===== src/rtl/ldl_cdc_hs_tx_if.sv =====
// Bus bundle for ldl_cdc_hs_tx: the upstream valid/ready stream, the toggle request/ack pair to
// the far domain, and the status outputs.
//   master : view of the source endpoint (ldl_cdc_hs_tx itself)
//   slave  : view of its surroundings (upstream producer, far-domain receiver, status observer)
// Signals:
//   din/din_vld/din_rdy  upstream stream
//   tx_req/tx_data       request toggle and held data towards the far domain
//   rx_ack               acknowledge toggle from the far domain (asynchronous)
//   busy/done_cnt        status
interface ldl_cdc_hs_tx_if #(
  parameter int unsigned WIDTH = 8,
  parameter int unsigned CNT_W = 16
);
  logic [WIDTH-1:0] din;
  logic             din_vld;
  logic             din_rdy;
  logic             tx_req;
  logic [WIDTH-1:0] tx_data;
  logic             rx_ack;
  logic             busy;
  logic [CNT_W-1:0] done_cnt;

  modport master (
    input  din, din_vld, rx_ack,
    output din_rdy, tx_req, tx_data, busy, done_cnt
  );

  modport slave (
    output din, din_vld, rx_ack,
    input  din_rdy, tx_req, tx_data, busy, done_cnt
  );
endinterface


===== src/rtl/ldl_cdc_hs_tx.sv =====
// Source-domain endpoint of a two-phase (toggle) CDC handshake, single clock.
// Accepts words from an upstream valid/ready stream into a one-entry staging buffer, launches
// each word by loading tx_data and toggling tx_req, and waits for the far domain to toggle rx_ack
// back (seen through a LEVEL-deep synchroniser) before launching the next one.
// Ports:
//   clk          clock
//   rst          asynchronous active-high reset
//   bus          ldl_cdc_hs_tx_if.master: din/din_vld/din_rdy, tx_req/tx_data, rx_ack,
//                busy, done_cnt
//   timeout_err  sticky "no ack within TIMEOUT WAIT cycles" flag; exists only when the macro
//                LDL_CDC_HS_TX_TIMEOUT_EN is defined
// Parameters: WIDTH data width, LEVEL synchroniser depth (>= 2), TIMEOUT wait limit (macro
// only), CNT_W done_cnt width.
module ldl_cdc_hs_tx #(
  parameter int unsigned WIDTH   = 8,
  parameter int unsigned LEVEL   = 2,
  parameter int unsigned TIMEOUT = 255,
  parameter int unsigned CNT_W   = 16
) (
  input  logic             clk,
  input  logic             rst,
  ldl_cdc_hs_tx_if.master  bus
`ifdef LDL_CDC_HS_TX_TIMEOUT_EN
  ,
  output logic             timeout_err
`endif
);

  logic [LEVEL-1:0] sync_q;
  logic             tx_req_q,   tx_req_d;
  logic [WIDTH-1:0] tx_data_q,  tx_data_d;
  logic             stg_vld_q,  stg_vld_d;
  logic [WIDTH-1:0] stg_data_q, stg_data_d;
  logic [CNT_W-1:0] done_cnt_q, done_cnt_d;

  logic ack_s;
  logic in_wait;
  logic launch;
  logic accept;
  logic complete;
  logic din_rdy;

  assign ack_s   = sync_q[LEVEL-1];
  // The handshake state is implied by the toggle pair: unequal means a request is outstanding.
  assign in_wait = tx_req_q != ack_s;
  assign launch  = ~in_wait & stg_vld_q;
  assign din_rdy = ~stg_vld_q | launch;
  assign accept  = bus.din_vld & din_rdy;
  // ack_s is about to match tx_req: the synchroniser stage feeding it already does.
  assign complete = in_wait & (sync_q[LEVEL-2] == tx_req_q);

  always_comb begin
    tx_req_d   = tx_req_q;
    tx_data_d  = tx_data_q;
    stg_vld_d  = stg_vld_q;
    stg_data_d = stg_data_q;
    done_cnt_d = done_cnt_q;
    if (launch) begin
      tx_req_d  = ~tx_req_q;
      tx_data_d = stg_data_q;
      stg_vld_d = 1'b0;
    end
    // An accept on the launch edge refills the buffer the launch just emptied.
    if (accept) begin
      stg_vld_d  = 1'b1;
      stg_data_d = bus.din;
    end
    if (complete) begin
      done_cnt_d = done_cnt_q + 1'b1;
    end
  end

  always_ff @(posedge clk or posedge rst) begin
    if (rst) begin
      sync_q     <= '0;
      tx_req_q   <= 1'b0;
      tx_data_q  <= '0;
      stg_vld_q  <= 1'b0;
      stg_data_q <= '0;
      done_cnt_q <= '0;
    end else begin
      sync_q     <= {sync_q[LEVEL-2:0], bus.rx_ack};
      tx_req_q   <= tx_req_d;
      tx_data_q  <= tx_data_d;
      stg_vld_q  <= stg_vld_d;
      stg_data_q <= stg_data_d;
      done_cnt_q <= done_cnt_d;
    end
  end

`ifdef LDL_CDC_HS_TX_TIMEOUT_EN
  localparam int unsigned WaitW = (TIMEOUT < 1) ? 1 : $clog2(TIMEOUT + 1);

  logic [WaitW-1:0] wait_cnt_q, wait_cnt_d;
  logic             timeout_err_q, timeout_err_d;

  always_comb begin
    wait_cnt_d    = wait_cnt_q;
    timeout_err_d = timeout_err_q;
    if (launch) begin
      wait_cnt_d = '0;
    end else if (in_wait && (wait_cnt_q != WaitW'(TIMEOUT))) begin
      wait_cnt_d = wait_cnt_q + 1'b1;
    end
    if (in_wait && (wait_cnt_d == WaitW'(TIMEOUT))) begin
      timeout_err_d = 1'b1;
    end
  end

  always_ff @(posedge clk or posedge rst) begin
    if (rst) begin
      wait_cnt_q    <= '0;
      timeout_err_q <= 1'b0;
    end else begin
      wait_cnt_q    <= wait_cnt_d;
      timeout_err_q <= timeout_err_d;
    end
  end

  assign timeout_err = timeout_err_q;
`endif

  assign bus.din_rdy  = din_rdy;
  assign bus.tx_req   = tx_req_q;
  assign bus.tx_data  = tx_data_q;
  assign bus.busy     = stg_vld_q | in_wait;
  assign bus.done_cnt = done_cnt_q;

endmodule


===== src/flat_wrapper.sv =====
// flat-port wrapper written by rule: the top's interface ports become plain ports
module ldl_cdc_hs_tx_flat 
#(
  parameter int unsigned WIDTH   = 8,
  parameter int unsigned LEVEL   = 2,
  parameter int unsigned TIMEOUT = 255,
  parameter int unsigned CNT_W   = 16
)
  (clk, rst, bus_din, bus_din_vld, bus_rx_ack, bus_din_rdy, bus_tx_req, bus_tx_data, bus_busy, bus_done_cnt);
  ldl_cdc_hs_tx_if #(.WIDTH(WIDTH), .CNT_W(CNT_W)) bus_i ();
  input  logic clk;
  input  logic rst;
  input wire logic [$bits(bus_i.din)-1:0] bus_din;
  input wire logic [$bits(bus_i.din_vld)-1:0] bus_din_vld;
  input wire logic [$bits(bus_i.rx_ack)-1:0] bus_rx_ack;
  output wire logic [$bits(bus_i.din_rdy)-1:0] bus_din_rdy;
  output wire logic [$bits(bus_i.tx_req)-1:0] bus_tx_req;
  output wire logic [$bits(bus_i.tx_data)-1:0] bus_tx_data;
  output wire logic [$bits(bus_i.busy)-1:0] bus_busy;
  output wire logic [$bits(bus_i.done_cnt)-1:0] bus_done_cnt;
  assign bus_i.din = bus_din;
  assign bus_i.din_vld = bus_din_vld;
  assign bus_i.rx_ack = bus_rx_ack;
  assign bus_din_rdy = bus_i.din_rdy;
  assign bus_tx_req = bus_i.tx_req;
  assign bus_tx_data = bus_i.tx_data;
  assign bus_busy = bus_i.busy;
  assign bus_done_cnt = bus_i.done_cnt;
  ldl_cdc_hs_tx #(.WIDTH(WIDTH), .LEVEL(LEVEL), .TIMEOUT(TIMEOUT), .CNT_W(CNT_W)) u_core (.clk(clk), .rst(rst), .bus(bus_i));
endmodule

===== config.mk =====
export PLATFORM = sky130hd
export DESIGN_NAME = ldl_cdc_hs_tx_flat
export DESIGN_NICKNAME = d
export VERILOG_FILES = /design/src/rtl/ldl_cdc_hs_tx_if.sv /design/src/rtl/ldl_cdc_hs_tx.sv /design/src/flat_wrapper.sv
export SDC_FILE = /design/constraint.sdc
export NUM_CORES = 1
export LEC_CHECK = 0
export CAP_MARGIN = 0
export CORE_AREA = 2 2 71 73
export CTS_CLUSTER_DIAMETER = 50
export DETAILED_ROUTE_END_ITERATION = 12
export DIE_AREA = 0 0 73 75
export GPL_TIMING_DRIVEN = 0
export MAX_ROUTING_LAYER = met4
export PLACE_DENSITY_LB_ADDON = 0.15
export SETUP_SLACK_MARGIN = 0.05
export SYNTH_ARGS = -nofsm -noshare
export SYNTH_HDL_FRONTEND = slang
export SYNTH_SLANG_ARGS = --single-unit

===== constraint.sdc =====
create_clock -name clk -period 2 [get_ports clk]
set_input_delay 0.4 -clock clk [delete_from_list [all_inputs] [get_ports clk]]
set_output_delay 0.4 -clock clk [all_outputs]
set_load 0.01 [all_outputs]

## After elaboration in Yosys (flattened, before gate mapping)

Cells that the tools add are included.

- Input port bits: 12
- Bits in read-only memories: 0
- Memory bits (writable): 0
- Latch bits: 0
- Register bits: 36
- Memories kept: 0
- Logic and storage cells: 20
- Output and inout bits: 27

- $lt $le $gt $ge: 0
- Multiplexer cells: 2
- Equality and inequality tests: 2
- Multipliers: 0
- Reduce and logical (&&, ||, !) cells: 1
- Add/sub/neg operators: 1
- Bitwise gates (word level): 8
- Divide/modulo/power cells: 0
- Shift operators: 0

Operators with widths:

| kind | number |
|---|---|
| $add 16x1->16 const B | 1 |
| $and 1x1->1 | 3 |
| $not 1->1 | 3 |
| $mux 1 | 2 |
| $or 1x1->1 | 2 |
| $reduce_bool 2->1 | 1 |
| $eq 1x1->1 | 1 |
| $ne 1x1->1 | 1 |

## Depth between registers and ports, before layout

Gate-level depths: netlist of run 1.

- Word-level depth: 6
- Depth in mapped cells: 5
- Gate-level depth less buffers: 5

## Least setup slack after synthesis of run 1

Ideal clock, no wire load.

- Path type: flip-flop to flip-flop
- Start: register u_core.tx_req_q, in the netlist u_core.bus.tx_req
- End: register u_core.stg_data_q[0]
- Slack: 0.386 ns
- Stages on the path, launching flop included: 6
- Data required time: 1.875 ns
- Period minus slack after synthesis: 1.614 ns
- Library setup time: 0.125 ns
- Arrival time: 1.489 ns
- Buffers on the path: 1
- Cells stage by stage: dfrtp_1 -> xnor2_1 -> nand2b_1 -> and2_1 -> buf_2 -> mux2_2

- Cells in the longest elaborated chain, start to end: 5

Ends and longest elaborated chain:

| item | RTL line | source |
|---|---|---|
| from (decl) | ldl_cdc_hs_tx.sv:30 | `logic tx_req_q, tx_req_d;` |
| from (signal assigned) | ldl_cdc_hs_tx.sv:83 | `tx_req_q <= tx_req_d;` |
| $ne 1x1->1 | ldl_cdc_hs_tx.sv:45 | `assign in_wait = tx_req_q != ack_s;` |
| $not 1->1 | ldl_cdc_hs_tx.sv:46 | `assign launch = ~in_wait & stg_vld_q;` |
| $and 1x1->1 | ldl_cdc_hs_tx.sv:46 |  |
| $or 1x1->1 | ldl_cdc_hs_tx.sv:47 | `assign din_rdy = ~stg_vld_q \| launch;` |
| named net bus_din_rdy | flat_wrapper.sv:16 | `output wire logic [$bits(bus_i.din_rdy)-1:0] bus_din_rdy;` |
| $and 1x1->1 | ldl_cdc_hs_tx.sv:48 | `assign accept = bus.din_vld & din_rdy;` |
| to (signal assigned) | ldl_cdc_hs_tx.sv:86 | `stg_data_q <= stg_data_d;` |
| to (decl) | ldl_cdc_hs_tx.sv:33 | `logic [WIDTH-1:0] stg_data_q, stg_data_d;` |

The timed path passes the listed nets, and every way through them passes these cells.
A chain may end at the register's enable or synchronous reset.

## Worst setup path in the final report of run 1

- Start: register u_core.tx_req_q, in the netlist u_core.bus.tx_req
- End: output port bus_busy

- Cells in the longest elaborated chain, start to end: 2

Ends and longest elaborated chain:

| item | RTL line | source |
|---|---|---|
| $ne 1x1->1 | ldl_cdc_hs_tx.sv:45 |  |
| $or 1x1->1 | ldl_cdc_hs_tx.sv:126 | `assign bus.busy = stg_vld_q \| in_wait;` |
| to (decl) | flat_wrapper.sv:19 | `output wire logic [$bits(bus_i.busy)-1:0] bus_busy;` |

Every way passes these cells.

==> metrics, run 1 <==
pwr dens 1130 nW/um2; post-synthesis simple-gate area fraction 13.1%; outcome completed; Setup Skew 0.00449 ns; hold_buf cts 0; H-Tree Level Count 2; Synth Area in Adders 0.837%; total CTS buffers 5; Post-Synthesis Cells 112; core area 4660 um2; Synth Net Count 125; r2r setup slk 0.31 ns; slowest CP cell clkdlybuf4s50_1; die area 5480 um2; Seq cells post-synth 36; GPL Wtd Cong 0.747; # DRC 0; P_leak 0.899 nW; DR vias 964; post-route clock period utilization 93.8%; RSZ-0062 raised after global routing no; Worst-path clk slew 0.07 ns; DP Area 1940 um2; Worst-Margin Slew 0.722 ns; Clock Latency Late Sink 0.28 ns; pin count of the biggest net entering global routing 37; f_max 533 MHz; crit end category output port; global route overflow 0; die width 73 um; WP data required 1.60 ns; reg2reg path depth 4; clock sink total 36; GRT Util Overall 11.5%; max_slew headroom 51.8%; Via density 4.55; mux cell area share after synthesis 12.7%; arrival time worst endpoint 1.48 ns; crit-path max FO 5; 1st-pass router iterations 4; final setup fails 0; initial antenna violation count 0; Worst Hold Endpoint u_core.sync_q[1]; P&R area growth vs syn 37.9%; drt first-iter violations 47; beginning of the worst hold path u_core.sync_q[0]; number of port buffers 38; Die Height 75 um; Setup TNS Final 0 ns; post-route ant nets 0; nets 170; Detailed Place HPWL 2040 um; wire length per cell 13.0 um; layout cells sized above 1 21.5%; first-pass GRT wire length 4650 um; Final Max Slew Viols 0; synth unique cells 22; Detailed Route WL 2760 um; synth warn 0; Hold Fails Final Rpt 0; FP Rows 25; Initial Util 32.1%; Post-Synth XOR/XNOR Area 9.37%; RR Startpoint u_core.bus.tx_req; min Tclk post-route 1.88 ns; io pins 39; post-synthesis compound-gate area fraction 2.18%; Seq/Total Area, Yosys 60.3%; Avg Synthesized Cell Area 13.3 um2; CP max stage delay 0.53 ns; Netlist Area Pre-Place 1500 um2; largest family of logic cells by synthesized area simple AND/OR/NAND/NOR gates; max cap viols 0; Worst VDD drop 527 uV; Longest Clk Path Bufs 2; HP Class flop to flop; fin area 2060 um2; Startpoint Class flop; Min-Delay Path Depth 0; Diodes inserted 0; Worst Setup Path Type flop to output port; vias in the first global route 1,034; clock root buffer clkbuf_8; CTS tree built; Crit Reg-Reg Endpoint u_core.bus.done_cnt[11]; worst-path cell chain xnor2_2, nand2b_1, clkdlybuf4s50_1
==> per-stage QoR <==
step                hold WS (ns)  utilization, %  setup slack [ns]  power [W]  cells
detailed placement         0.402            41.7           -0.0276    0.00174    204
CTS                        0.417            44.2            0.0808    0.00237    212
finish                     0.413            44.2             0.123    0.00233    212
floorplan                  0.375               -             0.386    0.00136    112
global placement           0.394            41.7            0.0223    0.00172    204
global route               0.433            44.2            0.0563    0.00247    212
==> cell families after synthesis <==
group	Yosys count
AND/OR/NAND/NOR	36
flip-flops	36
multiplexers	17
XOR/XNOR	16
buffers and inverters	4
AO/OA/AOI/OAI	2
adder cells (fa/ha/maj)	1
==> power by group <==
part           internal, W  leakage [nW]  switching, W
logic             0.000418         0.398      0.000243
clock network     0.000368        0.0541      0.000249
registers         0.000907         0.447      0.000146
total              0.00169         0.899      0.000637
==> layer usage <==
layer / share of wire, % / global-route usage (%) / vias to the layer above
met4: 1.1 / 3.09 / 0
met5: 0 / - / -
met3: 4.9 / 4.02 / 4
li1: - / - / 468
met1: 46 / 13.8 / 466
met2: 48 / 18.7 / 26
==> sequential cells by signal, summed over array words and instances (netlist names) <==
| register | cells |
|---|---|
| u_core.bus.tx_data | 8 |
| u_core.stg_vld_q | 1 |
| u_core.bus.done_cnt | 16 |
| u_core.sync_q | 2 |
| u_core.bus.tx_req | 1 |
| u_core.stg_data_q | 8 |
==> how the worst max path moves through the flow <==
stage / startpoint / endpoint / cells after the start
final: u_core.bus.tx_req / bus_busy / 3
after global routing: u_core.sync_q[1] / bus_busy / 3
after CTS: u_core.bus.tx_req / bus_busy / 3
after detailed placement: rst / u_core.bus.done_cnt[2] / 2
after global placement: rst / u_core.sync_q[0] / 2
after floorplan: u_core.bus.tx_req / u_core.stg_data_q[0] / 5
==> placed cells by master (no fill, tap or decap), types with 3 or more instances in the layout <==
| cell type | synthesis | final |
|---|---|---|
| and3_1 | 5 | 5 |
| clkbuf_8 | 0 | 5 |
| clkdlybuf4s50_1 | 0 | 37 |
| dfrtp_1 | 36 | 35 |
| mux2_2 | 16 | 16 |
| nand2_1 | 11 | 11 |
| nand2b_1 | 3 | 3 |
| nand3_1 | 6 | 6 |
| nand4_1 | 3 | 3 |
| nor2_1 | 3 | 3 |
| xnor2_1 | 10 | 9 |
| xor2_1 | 6 | 6 |
==> area by class of cell <==
cell class	instances	area, um2
inverters	2	7.51
fillers	449	2600
clock inverters	3	42.5
flip-flops and latches	36	902
plain buffers	2	16.3
well taps	54	67.6
repair buffers	38	379
multi-input cells	72	578
clock buffers	5	68.8
==> worst max-delay path: cells and delay by family, from the launching register on <==
family / cells / cell delay, ns
flip-flops: 1 / 0.45
XOR/XNOR: 1 / 0.15
AND/OR/NAND/NOR: 1 / 0.07
buffers and inverters: 1 / 0.53
==> synthesized netlist by cell type, drive strengths merged <==
library cell,instances,area share (%)
dfrtp,36,60
nand4,3,1.3
and3,5,2.1
inv,2,0.50
nand2b,3,1.3
mux2i,1,0.67
xnor2,10,5.9
mux2,16,12
nor3,1,0.67
nand3b,1,0.50
ha,1,0.84
nand2,11,2.8
a211oi,2,2.2
buf,2,1.1
nand3,6,2.0
xor2,6,3.5
nor2,3,0.75
and2,2,1.0
or3b,1,0.75
==> what timing repair did <==
item,CTS,global route
endpoints found under the setup margin,1,1
cloned,0,0
resized for setup,2,1
setup buffers,0,0
(Power assumes the default switching activity.)
==> run 2, diff against run 1 <==
--- a/config.mk
+++ b/config.mk
@@ -14,6 +14,7 @@
 export MAX_ROUTING_LAYER = met4
 export PLACE_DENSITY_LB_ADDON = 0.15
 export SETUP_SLACK_MARGIN = 0.05
+export SKIP_CTS_REPAIR_TIMING = 1
 export SYNTH_ARGS = -nofsm -noshare
 export SYNTH_HDL_FRONTEND = slang
 export SYNTH_SLANG_ARGS = --single-unit
==> run 2 against run 1 <==
  * Global-route usage about the same
  * Largest cell class unchanged
  * Design area is 0.24% higher
  * Clock skew increased by 0.0016 ns
  * Core utilization is 0.11 points higher
  * Highest routed layer unchanged
==> metrics, run 2 (synthesized netlist as in run 1, its figures left out) <==
outcome completed; total chip power 0.00233 W; Clock Latency Late Sink 0.28 ns; die width 73 um; arrival time worst endpoint 1.47 ns; io pins 39; Worst-Margin Slew 0.721 ns; Worst-path clk slew 0.07 ns; hold slack final 0.412 ns; Final Max Slew Viols 0; clock sink total 36; Detailed Place HPWL 2040 um; f_max 534 MHz; Initial Util 32.1%; DP Area 1940 um2; Crit path max-delay family buffers and inverters; FP Rows 25; slowest CP cell clkdlybuf4s50_1; die area 5480 um2; CTS tree built; most frequent cells in the layout 37 x clkdlybuf4s50_1, 34 x dfrtp_1, 16 x mux2_2; P_leak 0.904 nW; post-route ant nets 0; crit end category output port; CP max stage delay 0.53 ns; Post-Layout Cell Count 212; Worst Setup Path Type flop to output port; total CTS buffers 5; WP data required 1.60 ns; Diodes inserted 0; vias in the first global route 1,034; crit path buf inv count 1; wire length per cell 13.0 um; min Tclk post-route 1.87 ns; GRT Util Overall 11.5%; # DRC 0; HP Class flop to flop; final setup fails 0; Via density 4.56; crit-path max FO 5; global route overflow 0; Hold Fails Final Rpt 0; DR vias 966; Setup Skew 0.00606 ns; max cap viols 0; max_slew headroom 51.8%; RSZ-0062 raised after global routing no; Worst VDD drop 527 uV; pwr dens 1130 nW/um2; nets 170; Detailed Route WL 2750 um; post-route clock period utilization 93.7%; Startpoint Class flop; Die Height 75 um; Longest Clk Path Bufs 2; GPL Wtd Cong 0.747; dpl cells 204; commonest non-fill, non-tap cell in the layout clkdlybuf4s50_1; clock root buffer clkbuf_8; pin count of the biggest net entering global routing 37; number of port buffers 38; H-Tree Level Count 2; initial antenna violation count 0; P&R area growth vs syn 38.2%; fin area 2070 um2; layout cells sized above 1 22.2%; drt first-iter violations 47; max FFs per register 16; first-pass GRT wire length 4650 um; 1st-pass router iterations 4; worst-path cell chain xnor2_2, nand2b_1, clkdlybuf4s50_1; core area 4660 um2; Setup TNS Final 0 ns
==> run 2: path summary, 6_finish.rpt <==
| path | cells past startpoint | endpoint | from | slack, ns |
|---|---|---|---|---|
| worst max-delay path | 3 | bus_busy | u_core.bus.tx_req | 0.13 |
| worst min-delay path | 0 | u_core.sync_q[1] | u_core.sync_q[0] | 0.41 |
| worst max register to register | 4 | u_core.bus.done_cnt[11] | u_core.bus.tx_req | 0.31 |
| worst min register to register | 0 | u_core.sync_q[1] | u_core.sync_q[0] | 0.41 |
| max in group asynchronous | 2 | u_core.bus.tx_req | rst | 0.93 |
| min in group asynchronous | 2 | u_core.bus.tx_data[0] | rst | 0.56 |
==> run 2: cell type report <==
class / instances / area, um2
tap: 54 / 67.6
clock buffer: 5 / 68.8
buffer: 2 / 16.3
sequential: 36 / 903
multi-input combinational: 72 / 578
inverter: 2 / 7.51
fill: 447 / 2590
clock inverter: 3 / 42.5
timing repair buffer: 38 / 383
==> run 2: routing by layer <==
metal	part of all wire [%]	GRT usage (%)	wire, um
met1	46	13.8	1260
met4	1.1	3.09	29
met3	4.9	4.02	134
met5	0	-	0
met2	48	18.7	1330
==> run 2: worst register-to-register path: cells and delay by family (launching register included) <==
| family | cells | cell delay [ns] |
|---|---|---|
| AO/OA/AOI/OAI | 1 | 0.33 |
| flip-flops | 1 | 0.45 |
| AND/OR/NAND/NOR | 2 | 0.66 |
| XOR/XNOR | 1 | 0.17 |
==> run 2: power breakdown <==
part	internal, W	switching [W]	total [W]
sequential	0.000908	0.000146	0.00105
clock	0.000368	0.000247	0.000615
combinational	0.000420	0.000243	0.000662
total	0.00170	0.000635	0.00233
==> run 2: through the flow <==
step,setup slack (ns),utilization [%]
floorplan,0.386,-
global placement,0.0223,41.7
detailed placement,-0.0276,41.7
CTS,-0.0877,44.1
global route,0.0713,44.3
finish,0.127,44.3
